### config.mk
export PLATFORM = sky130hd
export DESIGN_NAME = sdspi_host_arbiter
export DESIGN_NICKNAME = d
export VERILOG_FILES = /design/src/rtl/sdspi_host_arbiter.sv
export SDC_FILE = /design/constraint.sdc
export NUM_CORES = 1
export LEC_CHECK = 0
export ABC_AREA = 1
export CAP_MARGIN = 20
export CORE_MARGIN = 1.5
export CORE_UTILIZATION = 43
export DETAILED_ROUTE_END_ITERATION = 8
export PLACE_DENSITY = 0.86
export SLEW_MARGIN = 20
export SYNTH_ARGS = -nofsm -noshare
export SYNTH_HDL_FRONTEND = slang
export SYNTH_SLANG_ARGS = --single-unit
export TNS_END_PERCENT = 1
### constraint.sdc
create_clock -name clk -period 2.93 [get_ports clk]
set_input_delay 0.7325 -clock clk [delete_from_list [all_inputs] [get_ports clk]]
set_output_delay 0.7325 -clock clk [all_outputs]
set_load 0.05 [all_outputs]
### src/rtl/sdspi_host_arbiter.sv
// Round-robin, per-session arbiter sharing one sdspihost command/data port between N_REQ requesters.
// A grant lasts for one session, and a hold watchdog forces release of a grant that runs too long.
module sdspi_host_arbiter #(
    parameter int unsigned N_REQ      = 2,
    parameter logic [31:0] MAX_HOLD   = 32'h0800_0000,
    parameter int unsigned GAP_CYCLES = 2
) (
    input  logic                 clk,
    input  logic                 rst,
    input  logic [N_REQ-1:0]     req_rst,
    input  logic [N_REQ-1:0]     req_r_block,
    input  logic [N_REQ-1:0]     req_r_multi_block,
    input  logic [N_REQ-1:0]     req_w_block,
    input  logic [N_REQ-1:0]     req_r_byte,
    input  logic [N_REQ-1:0]     req_w_byte,
    input  logic [32*N_REQ-1:0]  req_block_addr,
    input  logic [8*N_REQ-1:0]   req_data_in,
    output logic [N_REQ-1:0]     req_busy,
    output logic [7:0]           req_data_out,
    output logic [N_REQ-1:0]     req_err,
    output logic [N_REQ-1:0]     req_crc_err,
    output logic                 spi_rst,
    output logic                 spi_r_block,
    output logic                 spi_r_multi_block,
    output logic                 spi_w_block,
    output logic                 spi_r_byte,
    output logic                 spi_w_byte,
    output logic [31:0]          spi_block_addr,
    output logic [7:0]           spi_data_in,
    input  logic                 spi_busy,
    input  logic                 spi_err,
    input  logic                 spi_crc_err,
    input  logic [7:0]           spi_data_out,
    output logic [N_REQ-1:0]     grant,
    output logic                 timeout_err,
    output logic [31:0]          hold_count
);

    typedef enum logic [1:0] {StIdle, StOwned, StDrain, StGap} state_t;

    state_t            state_q, state_d;
    logic [N_REQ-1:0]  grant_q, grant_d;
    logic [1:0]        rr_ptr_q, rr_ptr_d;
    logic [31:0]       hold_q, hold_d;
    logic [31:0]       gap_q, gap_d;

    logic [N_REQ-1:0]  sreq;
    logic [3:0]        sreq_pad;
    logic [1:0]        cand;
    logic [1:0]        pick_idx;
    logic              pick_found;
    logic [1:0]        own_idx;
    logic              own_sreq;

    assign sreq     = req_rst | req_r_block | req_r_multi_block | req_w_block;
    assign own_sreq = |(sreq & grant_q);

    // Cyclic search starting at rr_ptr; the 4-bit pad keeps indexing in range for any N_REQ.
    always_comb begin
        sreq_pad              = '0;
        sreq_pad[N_REQ-1:0]   = sreq;
        cand                  = '0;
        pick_idx              = '0;
        pick_found            = 1'b0;
        for (int o = 0; o < int'(N_REQ); o++) begin
            cand = 2'((32'(rr_ptr_q) + 32'(o)) % N_REQ);
            if (!pick_found && sreq_pad[cand]) begin
                pick_found = 1'b1;
                pick_idx   = cand;
            end
        end
    end

    always_comb begin
        own_idx = '0;
        for (int i = 0; i < int'(N_REQ); i++) begin
            if (grant_q[i]) own_idx = 2'(i);
        end
    end

    // State register
    always_ff @(posedge clk) begin
        if (rst) begin
            state_q  <= StIdle;
            grant_q  <= '0;
            rr_ptr_q <= '0;
            hold_q   <= '0;
            gap_q    <= '0;
        end else begin
            state_q  <= state_d;
            grant_q  <= grant_d;
            rr_ptr_q <= rr_ptr_d;
            hold_q   <= hold_d;
            gap_q    <= gap_d;
        end
    end

    // Next-state logic
    always_comb begin
        state_d  = state_q;
        grant_d  = grant_q;
        rr_ptr_d = rr_ptr_q;
        hold_d   = hold_q;
        gap_d    = gap_q;
        unique case (state_q)
            StIdle: begin
                hold_d = '0;
                if (pick_found) begin
                    grant_d = '0;
                    for (int i = 0; i < int'(N_REQ); i++) begin
                        if (pick_idx == 2'(i)) grant_d[i] = 1'b1;
                    end
                    state_d = StOwned;
                end
            end
            StOwned: begin
                hold_d = hold_q + 32'd1;
                if (!own_sreq || hold_q == MAX_HOLD - 32'd1) state_d = StDrain;
            end
            StDrain: begin
                if (!spi_busy) begin
                    state_d  = StGap;
                    grant_d  = '0;
                    hold_d   = '0;
                    gap_d    = '0;
                    rr_ptr_d = (own_idx == 2'(N_REQ - 1)) ? 2'd0 : own_idx + 2'd1;
                end
            end
            StGap: begin
                hold_d = '0;
                if (gap_q >= GAP_CYCLES - 1) state_d = StIdle;
                else gap_d = gap_q + 32'd1;
            end
            default: state_d = StIdle;
        endcase
    end

    // Output logic
    always_comb begin
        spi_rst           = 1'b0;
        spi_r_block       = 1'b0;
        spi_r_multi_block = 1'b0;
        spi_w_block       = 1'b0;
        spi_r_byte        = 1'b0;
        spi_w_byte        = 1'b0;
        spi_block_addr    = '0;
        spi_data_in       = 8'hFF;
        req_busy          = '1;
        req_err           = '0;
        req_crc_err       = '0;
        timeout_err       = 1'b0;
        unique case (state_q)
            StOwned: begin
                for (int i = 0; i < int'(N_REQ); i++) begin
                    if (grant_q[i]) begin
                        spi_rst           = req_rst[i];
                        spi_r_block       = req_r_block[i];
                        spi_r_multi_block = req_r_multi_block[i];
                        spi_w_block       = req_w_block[i];
                        spi_r_byte        = req_r_byte[i];
                        spi_w_byte        = req_w_byte[i];
                        spi_block_addr    = req_block_addr[32*i +: 32];
                        spi_data_in       = req_data_in[8*i +: 8];
                        req_busy[i]       = spi_busy;
                        req_err[i]        = spi_err;
                        req_crc_err[i]    = spi_crc_err;
                    end
                end
                timeout_err = own_sreq && (hold_q == MAX_HOLD - 32'd1);
            end
            StDrain: begin
                for (int i = 0; i < int'(N_REQ); i++) begin
                    if (grant_q[i]) begin
                        req_busy[i]    = spi_busy;
                        req_err[i]     = spi_err;
                        req_crc_err[i] = spi_crc_err;
                    end
                end
            end
            default: ;
        endcase
        // Host strobes drop while rst is asserted, before the state register clears.
        if (rst) begin
            spi_rst           = 1'b0;
            spi_r_block       = 1'b0;
            spi_r_multi_block = 1'b0;
            spi_w_block       = 1'b0;
            spi_r_byte        = 1'b0;
            spi_w_byte        = 1'b0;
            spi_block_addr    = '0;
            spi_data_in       = 8'hFF;
            timeout_err       = 1'b0;
        end
    end

    assign req_data_out = spi_data_out;
    assign grant        = grant_q;
    assign hold_count   = hold_q;

endmodule

### Word level (Yosys, flattened, before mapping)

Index checks and enable logic that the tools add are counted.

| operators by class | value |
|---|---|
| $add $sub $neg | 4 |
| magnitude comparators | 3 |
| equality and inequality tests | 11 |
| multiplexer cells | 67 |
| bitwise gates (word level) | 5 |
| reduce and logical (&&, ||, !) cells | 16 |

Operator list:

| operator | count |
|---|---|
| two-way mux 32 bit | 6 |
| case mux 32 bit (3 select lines) | 1 |
| adder 32 x 1 -> 32 bit, second input constant | 2 |
| case mux 32 bit (2 select lines) | 1 |
| two-way mux 1 bit | 44 |
| equality test 32 x 27 -> 1 bit, second input constant | 1 |
| greater-or-equal comparator 32 x 1 -> 1 bit, second input constant | 1 |
| two-way mux 8 bit | 4 |
| two-way mux 2 bit | 9 |
| inequality test 2 bit, second input constant | 5 |
| case mux 2 bit (4 select lines) | 1 |
| equality test 2 x 1 -> 1 bit, second input constant | 3 |
| less-than comparator 1 x 3 -> 1 bit, second input constant | 2 |
| OR 2 bit | 3 |
| AND reduction 3 bit | 2 |
| OR reduction 2 bit | 3 |
| equality test 2 bit, second input constant | 2 |
| zero test 2 bit | 2 |
| case mux 2 bit (2 select lines) | 1 |
| AND reduction 4 bit | 1 |
| nonzero test 2 bit | 2 |
| adder 1 bit, second input constant | 2 |
| AND 2 bit | 1 |
| logical AND 1 bit | 2 |
| 4 further kinds | 5 |

| word-level totals | value |
|---|---|
| register bits after elaboration | 69 |
| input bits | 105 |
| output and inout port bits | 95 |
| logic and storage cells | 111 |

### Logic depth before layout (Yosys ltp)

| depth | value |
|---|---|
| depth in word-level cells | 13 |
| gate-level depth with buffers | 13 |
| mapped depth without buffers | 13 |

### Worst setup path before layout

Ideal clock, no wire load.

| path | value |
|---|---|
| path type | register to output |
| start point | register hold_q[14] (netlist: hold_count[14]) |
| end point | output timeout_err |
| data arrival time | 2.501 ns |
| required time | 2.197 ns |
| setup slack | -0.304 ns |
| cell stages (with the launch flop) | 7 |
| buffers on the path | 0 |
| cell sequence | dfxtp_1 nand2_2 nor2_2 nand2_1 nor2_2 nand3_1 a211oi_1 |

| on the way | value |
|---|---|
| longest elaborated chain between the ends | 4 |

RTL lines:

| what | line | RTL |
|---|---|---|
| start: declaration | 44 | `logic [31:0] hold_q, hold_d;` |
| start signal: assignment | 93 | `hold_q <= hold_d;` |
| equality test 32 x 27 -> 1 bit | 169 | `timeout_err = own_sreq && (hold_q == MAX_HOLD - 32'd1);` |
| logical AND 1 bit | 169 |  |
| two-way mux 1 bit | 152 | `unique case (state_q)` |
| two-way mux 1 bit | 183 | `if (rst) begin` |
| end: declaration | 35 | `output logic timeout_err,` |

No other way between the ends.

### Final worst setup path

| path | value |
|---|---|
| start point | input rst |
| end point | output spi_block_addr[6] |

| on the way | value |
|---|---|
| longest elaborated chain between the ends | 1 |

RTL lines:

| what | line | RTL |
|---|---|---|
| start: declaration | 9 | `input logic rst,` |
| two-way mux 32 bit | 183 |  |
| end: declaration | 28 | `output logic [31:0] spi_block_addr,` |

No other way between the ends.

==> results.md <==
- Outcome: completed
- Clock power share: 22.1%
- Fmax: 0.3483 GHz
- CP endpoint kind: primary output
- Antenna cell count: 0
- Worst VDD drop: 0.0002532 V
- Dpl ws: 61.90 ps
- Switch share: 43.97%
- Fin crit share: 98.00%
- CTS tree: built
- Avg Cell Area, Syn: 6.782 sq um
- HPWL after detailed placement: 10080 um
- Worst slew pin tran: 553.3 ps
- Layout Cells excl Fill: 857
- Slew margin rel.: 62.99%
- Die X: 97.90 um
- Via count: 4483
- Syn Nets: 685
- Chip height: 97.90 um
- Fin. max-slew vios: 0
- Post-synthesis register bit count: 69
- Root Driver: clkbuf_8
- Initial Util: 44.40%
- Largest net degree at the start of global routing: 45
- Die area: 0.009584 sq mm
- Inst Count DP: 839
- Synth-to-Final Area Change: 54.70%
- PwrDens: 617.7 mW/mm^2
- Clk pin slew, worst setup/hold paths: 70 ps
- Crit path max fanout: 20
- Top layer in use: met4
- P_leak: 2.359 nW
- Clock net sink count: 69
- Sequential power share: 27.8%
- CP required: 2200 ps
- FFs w/ async S/R, synth: 0%
- Final hold vios: 0
- Met1 Routed Length: 5309 um
- Std cell rows: 34
- Worst-Skew Late Latency: 350 ps
- Syn Std Cell Area: 0.003872 sq mm
- IO Pins: 200
- Logic pwr share: 50.2%
- Sequential fraction of the synthesis area: 35.67%
- Setup_tns: 0 ps
- Max Buffers Root-to-Sink: 2
- Drt total wl: 13010 um
- DR iter-0 viols: 204
- Critical path class: in2out
- Remaining antenna violation count after routing: 0
- Initial antenna violation count: 0
- Post-DP Area: 0.005752 sq mm
- Core Box Area: 0.008721 sq mm
- CTS Buf Count: 9
- Final Skew: 9.510 ps
- Htree depth: 3
- Share of cells above drive strength 1: 16.02%
- Drt pass-1 iters: 5
- Final hold slack: 439.8 ps
- Port bufs: 183
- Startpoint types: input port
- Met3 WL post-DR: 885 um
- Cts hold-fix bufs: 0
- Residual DRC count: 0
- GPL Wtd Cong: 0.9047
- Final setup margin: 58.68 ps
- Wire per inst: 15.18 um
- Yosys cell types: 42
- Post-synth EDFFs: 0
- Layout Nets: 858
- Vias per inst: 5.231
- Worst Hold Class: reg2reg
- Critical path arrival: 2140 ps
- Final setup viols: 0
- Pint: 0.002074 W
- Switching pwr: 0.001627 W
- Max-cap viol count: 0
- First-pass GRT wire length: 20290 um
- Tmin final: 2871 ps
- Cells after Synth: 571
- Fin area: 0.005991 sq mm
- Most common flop cell mapped by yosys: dfxtp_1
- Synth Warn #: 0
- Total gr overflow: 0
- GRT Util Overall: 26.04%
- Vias in the first global route: 4281
- Metal2 WL: 6525 um
path summary, 6_finish.rpt:
path,from,end,slack (ps),cells after the start
min reg2reg,gap_q[18]$_SDFFE_PP0P_,gap_q[18]$_SDFFE_PP0P_,440,2
max,rst,spi_block_addr[6],60,6
max reg2reg,state_q[0]$_SDFFE_PP0P_,hold_count[14]$_SDFFE_PP0P_,900,10
min,gap_q[18]$_SDFFE_PP0P_,gap_q[18]$_SDFFE_PP0P_,440,2
layout by cell type, fill, tap and decap left out, types with 2 or more instances in the layout:
master           instances
dfxtp_1                 69
nand3b_1                 4
nor2_2                  12
o21ai_2                  2
clkdlybuf4s50_1        129
nor3_1                   5
nand2_1                113
clkinvlp_4               3
nand4_1                  9
nand2_2                  5
nor2_1                 134
nor3b_1                  2
a31oi_1                  2
a21oi_1                 26
o21ai_0                  8
clkbuf_8                10
buf_6                    2
nor2_4                   3
ha_1                     9
nand3_1                 16
o22ai_1                  8
nor2_8                   2
a22oi_1                 38
inv_1                   38
o21ai_1                  8
buf_12                  12
nand3_2                  2
o221ai_1                 2
inv_2                    8
nand2_4                  2
buf_4                   50
power groups by stage:
| stage | clock network [W] | logic, W | registers, W |
|---|---|---|---|
| after floorplan | 0 | 0.00116 | 0.00111 |
| after global placement | 0 | 0.00179 | 0.00104 |
| after detailed placement | 0 | 0.00183 | 0.00105 |
| after CTS | 0.000831 | 0.00184 | 0.00103 |
| after global routing | 0.000866 | 0.00199 | 0.00103 |
| final | 0.000817 | 0.00186 | 0.00103 |
area by class of cell:
| type | instances | area (sq um) |
|---|---|---|
| clock buffer | 10 | 137.6 |
| multi-input combinational | 422 | 2147 |
| timing repair buffer | 193 | 1929 |
| fill | 727 | 2730 |
| clock inverter | 6 | 70.07 |
| tap | 108 | 135.1 |
| sequential | 69 | 1381 |
| inverter | 49 | 190.2 |
state kept, by name, indices dropped and copies added (netlist names):
register    count
rr_ptr_q        1
gap_q          32
state_q         2
grant           2
hold_count     32
cells by family (layout without fill, tap and decap cells):
| family | after synthesis | after routing | synth area share [%] |
|---|---|---|---|
| simple gates | 311 | 311 | 35.15 |
| fa+ha+maj | 9 | 9 | 2.908 |
| compound gates | 101 | 101 | 16.83 |
| flops | 69 | 69 | 35.67 |
| xor+xnor | 1 | 1 | 0.2262 |
| buf+inv | 80 | 258 | 9.208 |
cell usage after synthesis, drive strengths merged (2+ instances only):
| cell | count | area [sq um] |
|---|---|---|
| nor2 | 151 | 644.4 |
| nand2 | 120 | 478.0 |
| dfxtp | 69 | 1381 |
| inv | 48 | 182.7 |
| a22oi | 38 | 285.3 |
| a21oi | 26 | 130.1 |
| buf | 19 | 125.1 |
| nand3 | 18 | 100.1 |
| o21ai | 18 | 97.60 |
| clkbuf | 12 | 45.04 |
| ha | 9 | 112.6 |
| nand4 | 9 | 56.30 |
| o22ai | 8 | 50.05 |
| nor3 | 5 | 25.02 |
| nand3b | 4 | 30.03 |
| a31oi | 2 | 12.51 |
| nor3b | 2 | 15.01 |
| o21bai | 2 | 18.77 |
| o221ai | 2 | 17.52 |
critical path: stages:
cell and delay [ps]:
clkdlybuf4s50_1 460, nor2_4 160, clkinvlp_4 160, buf_4 240
nor2_1 150, buf_4 220
metal layers:
layer / global-route usage, % / up-vias
met5: 0 / -
met4: 8.901 / 0
met3: 6.442 / 25
met2: 47.16 / 174
met1: 29.72 / 2071
li1: - / 2213
through the flow:
step / total power (W) / utilization, %
2_1_floorplan: 0.002267 / -
3_3_place_gp: 0.002830 / 65.95
3_5_place_dp: 0.002873 / 65.95
4_1_cts: 0.003693 / 68.34
5_1_grt: 0.003888 / 68.69
6_report: 0.003701 / 68.69
repair_timing:
action	4_1_cts	5_1_grt
setup buffers	0	2
endpoints found under the hold margin	0	0
resized for setup	0	5
endpoints found under the setup margin	0	19
(Power assumes the default switching activity.)
